File: src/rtl/uart_rx_fifo_mmio.sv
// Receive-side byte FIFO between the UART receiver's AXI-stream output and
// the picorv32 native memory bus. Firmware sees DATA / STATUS / CTRL words
// in a 16-byte window at BASE_ADDR. Bytes that arrive while the FIFO is full
// are dropped and flagged through a sticky overrun bit; the stream is never
// stalled.
module uart_rx_fifo_mmio #(
  parameter int unsigned DEPTH     = 16,
  parameter int unsigned AW        = 4,
  parameter logic [31:0] BASE_ADDR = 32'h2000_0000
) (
  input  logic        clk,
  input  logic        resetn,
  input  logic [7:0]  s_axis_tdata,
  input  logic        s_axis_tvalid,
  output logic        s_axis_tready,
  input  logic        mem_valid,
  input  logic [31:0] mem_addr,
  input  logic [31:0] mem_wdata,
  input  logic [3:0]  mem_wstrb,
  output logic        mem_ready,
  output logic [31:0] mem_rdata,
  output logic        irq
);

  localparam logic [AW:0]   CNT_FULL = (AW+1)'(DEPTH);
  localparam logic [AW:0]   CNT_ONE  = (AW+1)'(1);
  localparam logic [AW-1:0] PTR_ONE  = AW'(1);

  // Byte storage; contents are meaningless after reset or flush.
  logic [7:0]    fifo_mem [DEPTH];
  logic [AW-1:0] wr_ptr;
  logic [AW-1:0] rd_ptr;
  logic [AW:0]   count;
  logic [AW:0]   count_nxt;
  logic          overrun;
  logic          irq_en;
  logic          tready_q;

  // Request stage (combinational decode) and registered response stage.
  logic          sel_p0;
  logic          is_wr_p0;
  logic [1:0]    off_p0;
  logic [31:0]   view_p0;
  logic          rsp_vld_p1;
  logic [31:0]   rsp_data_p1;

  logic          empty;
  logic          full;
  logic          pop;
  logic          ctrl_wr;
  logic          flush;
  logic          push;
  logic          ovr_evt;

  // Address bits below word granularity and unused CTRL bits carry no meaning.
  logic          unused_bits;
  assign unused_bits = ^{mem_addr[1:0], mem_wdata[31:3]};

  assign empty    = (count == '0);
  assign full     = (count == CNT_FULL);

  // ---- p0: request decode; the request is masked while its response is out
  assign sel_p0   = mem_valid && !rsp_vld_p1 && (mem_addr[31:4] == BASE_ADDR[31:4]);
  assign is_wr_p0 = (mem_wstrb != 4'b0000);
  assign off_p0   = mem_addr[3:2];

  assign pop      = sel_p0 && !is_wr_p0 && (off_p0 == 2'd0) && !empty;
  assign ctrl_wr  = sel_p0 && is_wr_p0 && (off_p0 == 2'd2);
  assign flush    = ctrl_wr && mem_wdata[1];
  // A pop in the same cycle frees the slot, so a full FIFO can still accept.
  assign push     = s_axis_tvalid && tready_q && !flush && (!full || pop);
  assign ovr_evt  = s_axis_tvalid && tready_q && full && !pop;

  // Next occupancy: flush dominates, a simultaneous push and pop cancel out.
  always_comb begin
    count_nxt = count;
    if (flush) begin
      count_nxt = '0;
    end else if (push && !pop) begin
      count_nxt = count + CNT_ONE;
    end else if (pop && !push) begin
      count_nxt = count - CNT_ONE;
    end
  end

  // Register view for the addressed word; writes return zero data.
  always_comb begin
    view_p0 = 32'h0;
    if (!is_wr_p0) begin
      unique case (off_p0)
        2'd0:    view_p0 = empty ? 32'h0 : {1'b1, 23'b0, fifo_mem[rd_ptr]};
        2'd1:    view_p0 = {15'b0, 9'(count), 4'b0, irq_en, overrun, full, !empty};
        2'd2:    view_p0 = {29'b0, irq_en, 2'b00};
        default: view_p0 = 32'h0;
      endcase
    end
  end

  // Store the incoming byte at the write pointer.
  always_ff @(posedge clk) begin
    if (push) begin
      fifo_mem[wr_ptr] <= s_axis_tdata;
    end
  end

  // FIFO pointers, occupancy, sticky overrun and interrupt enable.
  always_ff @(posedge clk or negedge resetn) begin
    if (!resetn) begin
      wr_ptr   <= '0;
      rd_ptr   <= '0;
      count    <= '0;
      overrun  <= 1'b0;
      irq_en   <= 1'b0;
      tready_q <= 1'b0;
    end else begin
      tready_q <= 1'b1;
      count    <= count_nxt;
      if (flush) begin
        wr_ptr <= '0;
        rd_ptr <= '0;
      end else begin
        if (push) wr_ptr <= wr_ptr + PTR_ONE;
        if (pop)  rd_ptr <= rd_ptr + PTR_ONE;
      end
      if (ctrl_wr) irq_en <= mem_wdata[2];
      // A drop in the same cycle as a clear must stay visible, so set wins.
      if (ovr_evt) begin
        overrun <= 1'b1;
      end else if (ctrl_wr && mem_wdata[0]) begin
        overrun <= 1'b0;
      end
    end
  end

  // ---- p1: one-cycle response strobe with its data, zero when idle
  always_ff @(posedge clk or negedge resetn) begin
    if (!resetn) begin
      rsp_vld_p1  <= 1'b0;
      rsp_data_p1 <= 32'h0;
    end else begin
      rsp_vld_p1  <= sel_p0;
      rsp_data_p1 <= sel_p0 ? view_p0 : 32'h0;
    end
  end

  assign mem_ready     = rsp_vld_p1;
  assign mem_rdata     = rsp_data_p1;
  assign s_axis_tready = tready_q;
  assign irq           = irq_en && !empty;

endmodule

File: config.mk
export PLATFORM = sky130hd
export DESIGN_NAME = uart_rx_fifo_mmio
export DESIGN_NICKNAME = d
export VERILOG_FILES = /design/src/rtl/uart_rx_fifo_mmio.sv
export SDC_FILE = /design/constraint.sdc
export NUM_CORES = 1
export LEC_CHECK = 0
export ABC_AREA = 1
export BUFFER_PORTS_ARGS = -buffer_cell sky130_fd_sc_hd__buf_2
export CAP_MARGIN = 40
export CORE_MARGIN = 2
export CORE_UTILIZATION = 35
export CTS_CLUSTER_DIAMETER = 120
export CTS_CLUSTER_SIZE = 24
export DETAILED_ROUTE_END_ITERATION = 10
export HOLD_SLACK_MARGIN = 0.06
export PLACE_DENSITY = 0.57
export SETUP_SLACK_MARGIN = 0.4
export SYNTH_ARGS = -nofsm -noshare
export SYNTH_HDL_FRONTEND = slang
export SYNTH_SLANG_ARGS = --single-unit
File: constraint.sdc
create_clock -name clk -period 2.88 [get_ports clk]
set_clock_uncertainty 0.15 [all_clocks]
set_input_delay 0.144 -clock clk [delete_from_list [all_inputs] [get_ports clk]]
set_output_delay 0.144 -clock clk [all_outputs]
set_load 0.02 [all_outputs]
==> results of run 1 <==
[metrics by stage]
stage | cells | utilization (%) | area (um^2) | power, uW
final | 1009 | 44.6 | 8640 | 5900
after global routing | 1009 | 44.6 | 8640 | 6140
after CTS | 996 | 43.8 | 8500 | 5840
after detailed placement | 942 | 39.0 | 7560 | 3360
after global placement | 931 | 38.5 | 7470 | 3310
after floorplan | 632 | - | 6960 | 3160
[worst min-delay path by stage]
stage / endpoint / slack (ns) / cells past startpoint
final: wr_ptr[2]$_DFFE_PN0P_ / 0.09 / 6
after CTS: mem_rdata[12]$_DFF_PN0_ / 0.07 / 6
after floorplan: count[0]$_DFFE_PN0P_ / -0.30 / 0
after global routing: mem_rdata[11]$_DFF_PN0_ / 0.14 / 6
after global placement: mem_ready$_DFF_PN0_ / 0.11 / 1
after detailed placement: mem_rdata[0]$_DFF_PN0_ / 0.12 / 1
[sequential cells by signal, indices dropped and copies added, names as in the netlist]
register,count
rd_ptr,4
fifo_mem,128
overrun,1
mem_ready,1
wr_ptr,4
irq_en,1
mem_rdata,14
s_axis_tready,1
count,5
[final cells by class]
cell class / instances / area [um^2] / area share [%]
timing repair buffer: 124 / 826 / 9.55
sequential: 159 / 4620 / 53.5
clock inverter: 13 / 184 / 2.13
multi-input combinational: 399 / 2110 / 24.4
clock buffer: 19 / 453 / 5.24
inverter: 30 / 115 / 1.33
tap: 265 / 332 / 3.84
[worst min-delay path: cells and delay by family]
family / cells / cell delay, ns
and+or+nand+nor: 5 / 0.38
buffers and inverters: 1 / 0.10
[logic make-up after synthesis]
logic type               Yosys count
AND/OR/NAND/NOR                  243
adder cells (fa/ha/maj)           10
multiplexers                       1
flip-flops                       159
other                              2
XOR/XNOR                           4
AO/OA/AOI/OAI                    122
buffers and inverters             74
[layer usage]
metal	routed length [um]	GRT usage (%)	vias up
li1	-	-	2351
met1	7520	21.9	2379
met2	8180	26.8	147
met3	837	4.17	16
met4	216	5.93	0
met5	0	0	-
[power breakdown]
part	switching (uW)	internal (uW)	leakage, uW
logic	480	320	0.00152
clock network	888	1500	0.000306
registers	91.5	2630	0.00154
total	1460	4440	0.00337
[synth_stat cells, drive strengths merged, types with 2 or more instances]
library cell,count,area [um^2]
edfxtp,128,3840
nor2,115,450
nand2,91,367
o21ai,78,394
dfrtp,31,776
inv,28,108
buf,25,173
o22ai,23,144
nand3,22,135
clkbuf,19,71.3
ha,9,113
nand4,7,50.1
nor3,7,40.0
o221ai,7,61.3
a21oi,6,33.8
a31oi,5,31.3
clkinv,2,7.51
conb,2,7.51
o211ai,2,15.0
xnor2,2,17.5
xor2,2,17.5
[timing repair]
item	in CTS	in global routing
pin swaps	2	9
setup buffers	4	13
hold buffers	18	0
resized for setup	22	11
endpoints found under the setup margin	80	114
hold endpoints to repair	175	0
==> impl_results.md, run 1 <==
- Status: finished, final reports clean
- Initial antenna violation count: 0
- Post-Synth Adder-Cell Area: 1.92%
- Worst vdd rail ir drop: 0.432 mV
- Post-DP HPWL: 11100 um
- Worst setup path endpoint: fifo_mem[5][0]$_DFFE_PP_
- Stages on worst setup path: 11
- Slowest CP cell: nor2_2
- Die Span Y: 144 um
- Synth warnings: 0
- Reg clk slew, reported paths: 0.06 ns
- Number of global-route vias before repair: 4823
- Slew HR: 47.6%
- Hold Vio Cnt, Final: 0
- Syn Inst Count: 615
- Class of the most critical setup path: flip-flop to flip-flop
- Buf/Inv on CP: 2
- Top Ports: 115
- Delay-heaviest family, CP: simple AND/OR/NAND/NOR gates
- Main combinational cell family by area after synthesis: simple AND/OR/NAND/NOR gates
- Fmax: 398 MHz
- Share of layout cells above drive strength 1: 24.3%
- Hold slack: 0.0858 ns
- Starting density of the core: 35.6%
- Routed Antenna Nets: 0
- Antenna diodes: 0
- MaxCap Viol Count: 0
- CP max stage delay: 0.49 ns
- Distinct cells, synth: 40
- Simple-gate share of the synthesized area: 15.2%
- Overflow after GRT: 0
- Multiplexer share of the synthesized area: 0.163%
- Setup violations, final: 0
- Port Buffers: 65
- Post-synthesis compound-gate area fraction: 9.95%
- First-pass GRT wire length: 25600 um
- DRC Markers: 0
- EDFF count, synth: 128
- # clock sinks: 159
- Mean post-synth cell area: 11.2 um^2
- Arrival time at the worst endpoint: 2.42 ns
- Period minus WS final: 2.51 ns
- FP Rows: 51
- Setup crit end kind: flip-flop
- Clk buf depth: 2
- Starting DRC count in detailed routing: 363
- Post-synthesis xor/xnor area fraction: 0.508%
- HP Start: mem_valid
- Worst-margin pin slew: 0.786 ns
- Pre-CTS setup slack: 0.0688 ns
- Total Routing Usage GR: 16.6%
- Post-Route WL: 16800 um
- Hold Path Class: input pin to flip-flop
- DR pass1 iterations: 5
- Inserted Clock Buffers: 17
- Async set-reset flop share out of synthesis: 19.5%
- Nets@finish: 821
- Seq cells post-synth: 159
- WL/cell: 16.6 um
- R2R setup slack: 0.37 ns
- Filler cells: 1780
- Startpoint Class: flip-flop
- RSZ-0062 raised after global routing: true
- Critical path peak fanout: 8
- Largest net degree at the start of global routing: 34
- # H-tree levels: 4
- Period Utilization, post-route: 87.2%
- Post-synthesis cell area: 0.00690 mm^2
- Pleak: 0.00337 uW
- Leading cell types in the layout, fill and taps excluded: edfxtp_1, nor2_1, nand2_1, o21ai_0, buf_2
- Layout area overhead: 25.3%
- Cell chain of the critical path: inv_1 > nand2_1 > nor2_1 > nand2_2 > nor2_8 > nand3_4 > nand2_2 > nand2_4 > inv_4 > nand2_1 > nor2_2
- R2r endpoint: fifo_mem[5][0]$_DFFE_PP_
- Final WS setup: 0.369 ns
- Critical path origin: mem_ready$_DFF_PN0_
- GPL Wtd Cong: 0.825
- Worst-Skew Late Latency: 0.43 ns
- Dominant synthesized flop cell: edfxtp_1
- Pwr dens: 683 mW/mm^2
- Total Neg Setup Slack: 0 ns
- Reg-to-reg startpoint: mem_ready$_DFF_PN0_
- Commonest non-fill, non-tap cell in the layout: edfxtp_1
- Final Max Tran Viols: 0
- CTS Root Cell: clkbuf_16
- Die area: 0.0209 mm^2
- Via density: 4.85
- CP required: 2.79 ns
- Core area: 0.0194 mm^2
- Die W: 144 um
- Vias: 4893
- R2R cell count: 11
- Post-synthesis sequential area ratio: 66.9%
- CTS tree: yes
(Power assumes the default switching activity.)
==> run 2, diff against run 1 <==
--- a/config.mk
+++ b/config.mk
@@ -7,5 +7,4 @@
 export LEC_CHECK = 0
 export ABC_AREA = 1
-export BUFFER_PORTS_ARGS = -buffer_cell sky130_fd_sc_hd__buf_2
 export CAP_MARGIN = 40
 export CORE_MARGIN = 2
@@ -14,6 +13,7 @@
 export CTS_CLUSTER_SIZE = 24
 export DETAILED_ROUTE_END_ITERATION = 10
+export DONT_BUFFER_PORTS = 1
 export HOLD_SLACK_MARGIN = 0.06
-export PLACE_DENSITY = 0.57
+export PLACE_DENSITY = 0.52
 export SETUP_SLACK_MARGIN = 0.4
 export SYNTH_ARGS = -nofsm -noshare
--- a/constraint.sdc
+++ b/constraint.sdc
@@ -3,3 +3,3 @@
 set_input_delay 0.144 -clock clk [delete_from_list [all_inputs] [get_ports clk]]
 set_output_delay 0.144 -clock clk [all_outputs]
-set_load 0.02 [all_outputs]
+set_load 0.1 [all_outputs]
==> run 2 against run 1 <==
Against the previous run:
- sequential power barely moved
- worst setup slack worse by 0.062 ns
- die area stayed put
- clock-buffer cell count is 5 higher
- clock power decreased by 16%
- critical path type is now flip-flop to output port
- critical path depth is 1 lower
- worst hold slack better by 0.029 ns
- maximum frequency fell by 2.4%
- combinational power increased by 31%
- largest power group unchanged
- critical endpoint is now irq
==> impl_results.md, run 2 (synthesis results as in run 1) <==
- Max reg flops: 128
- Sw Share: 26.8%
- CTS tree: yes
- Hold Vio Cnt, Final: 0
- CP max stage delay: 0.41 ns
- Worst vdd rail ir drop: 0.470 mV
- Nets@finish: 774
- Pleak: 0.00316 uW
- Period Utilization, post-route: 89.3%
- CP required: 2.59 ns
- Initial antenna violation count: 0
- Cell chain of the critical path: nor2_2 > nand4_1 > buf_4 > buf_6 > buf_6 > buf_6 > buf_6 > buf_6 > nand2_4 > clkinvlp_4
- DR pass1 iterations: 4
- First-pass GRT wire length: 25000 um
- Slew HR: 39.8%
- Largest Register: fifo_mem
- Die area: 0.0209 mm^2
- Total Neg Setup Slack: 0 ns
- Power share of the clock group: 34.9%
- Critical path peak fanout: 2
- Commonest non-fill, non-tap cell in the layout: edfxtp_1
- Reg clk slew, reported paths: 0.06 ns
- Internal power: 4210 uW
- Buf/Inv on CP: 7
- CP dominant cell by count: buf_6
- Total Routing Usage GR: 16.6%
- Worst-margin pin slew: 0.904 ns
- Post-Route WL: 16600 um
- Antenna diodes: 0
- Leading cell types in the layout, fill and taps excluded: edfxtp_1, nor2_1, nand2_1, o21ai_0, buf_4
- Setup crit end kind: output port
- Sequential share of power: 46.9%
- Switch Pwr: 1540 uW
- Class of the most critical setup path: flip-flop to output port
- Top Ports: 115
- Status: finished, final reports clean
- # H-tree levels: 4
- Vias: 4712
- Post-DP HPWL: 10900 um
- Largest net degree at the start of global routing: 42
- Fmax: 389 MHz
- Pwr dens: 673 mW/mm^2
- Period minus WS final: 2.57 ns
- Share of layout cells above drive strength 1: 20.2%
- Layout area overhead: 23.8%
- # clock sinks: 159
- Routed Antenna Nets: 0
- Starting density of the core: 35.6%
- Starting DRC count in detailed routing: 321
- DRC Markers: 0
- WL/cell: 17.3 um
- MaxCap Viol Count: 0
- Power share of the combinational group: 18.2%
- Core area: 0.0194 mm^2
- Setup violations, final: 0
- Final Util: 44.0%
- Overflow after GRT: 0
- FP Rows: 51
- Via density: 4.90
- RSZ-0062 raised after global routing: true
- Final Max Tran Viols: 0
- Hold slack: 0.115 ns
- GPL Wtd Cong: 0.769
- Slowest CP cell: clkinvlp_4
- Placed Area: 0.00738 mm^2
- Hold Path Class: input pin to async pin
- Final Instance Area: 0.00854 mm^2
- Delay-heaviest family, CP: buffers and inverters
- Number of global-route vias before repair: 4558
- Clk buf depth: 2
- Worst-Skew Late Latency: 0.43 ns
- CTS Root Cell: clkbuf_16
- Startpoint Class: flip-flop
- Die W: 144 um
- Die Span Y: 144 um
- Inserted Clock Buffers: 17
- Port Buffers: 0
- Arrival time at the worst endpoint: 2.28 ns
[run 2: layer usage]
metal	wire (um)	share of wire, %	up-vias	global-route usage, %
met5	0	0	-	0
met2	8070	48	128	26.4
met1	7580	46	2289	21.9
li1	-	-	2269	-
met4	300	1.8	0	7.87
met3	698	4.2	26	3.44
[run 2: worst paths after layout]
| check | cells past startpoint | slack [ns] | endpoint | startpoint |
|---|---|---|---|---|
| hold / removal | 3 | 0.11 | count[2]$_DFFE_PN0P_ | resetn |
| setup reg to reg | 18 | 0.40 | count[4]$_DFFE_PN0P_ | mem_ready$_DFF_PN0_ |
| min in group clk | 7 | 0.14 | rd_ptr[1]$_DFFE_PN0P_ | mem_wstrb[2] |
| setup / recovery | 10 | 0.31 | irq | count[0]$_DFFE_PN0P_ |
| hold reg to reg | 2 | 0.41 | wr_ptr[1]$_DFFE_PN0P_ | wr_ptr[1]$_DFFE_PN0P_ |
| max in group asynchronous | 3 | 2.26 | mem_ready$_DFF_PN0_ | resetn |
[run 2: worst reg2reg max path, cell delays in order, from the launching register on]
cell	delay (ns)
dfrtp_4	0.47
inv_2	0.05
nand2_2	0.05
nor2_2	0.11
nand2_2	0.09
nor2_8	0.14
buf_6	0.12
nand3_4	0.07
buf_8	0.13
nand4_4	0.14
ha_1	0.28
nand3_1	0.10
nand2_2	0.07
xor2_2	0.14
inv_1	0.05
nand2_1	0.06
nand2_1	0.05
nand2_1	0.07
nand2_1	0.04
[run 2: what timing repair did]
| item | in CTS | in global routing |
|---|---|---|
| hold buffers | 25 | 0 |
| gates resized for setup | 19 | 43 |
| setup buffers | 13 | 7 |
| setup endpoints to repair | 89 | 95 |
| hold endpoints to repair | 175 | 0 |
| pin swaps | 7 | 14 |
[run 2: layout make-up]
class | instances | area [um^2]
Multi-Input combinational cell | 399 | 2180
Clock inverter | 8 | 70.1
Inverter | 30 | 119
Fill cell | 1816 | 10900
Clock buffer | 24 | 452
Tap cell | 265 | 332
Timing Repair Buffer | 77 | 764
Sequential cell | 159 | 4630
[run 2: power groups by stage]
stage | Sequential (uW) | Combinational [uW] | Clock (uW)
after floorplan | 2750 | 513 | 0
after global placement | 2750 | 628 | 0
after detailed placement | 2750 | 671 | 0
after CTS | 2700 | 859 | 2050
after global routing | 2710 | 1140 | 2140
final | 2700 | 1050 | 2010
[run 2: through the flow]
stage                     total power (uW)  worst slack, ns  cells
after floorplan                       3260            0.399    632
after global placement                3380            0.185    871
after detailed placement              3430            0.149    885
after CTS                             5600            0.255    955
after global routing                  5990            0.201    962
final                                 5750            0.307    962
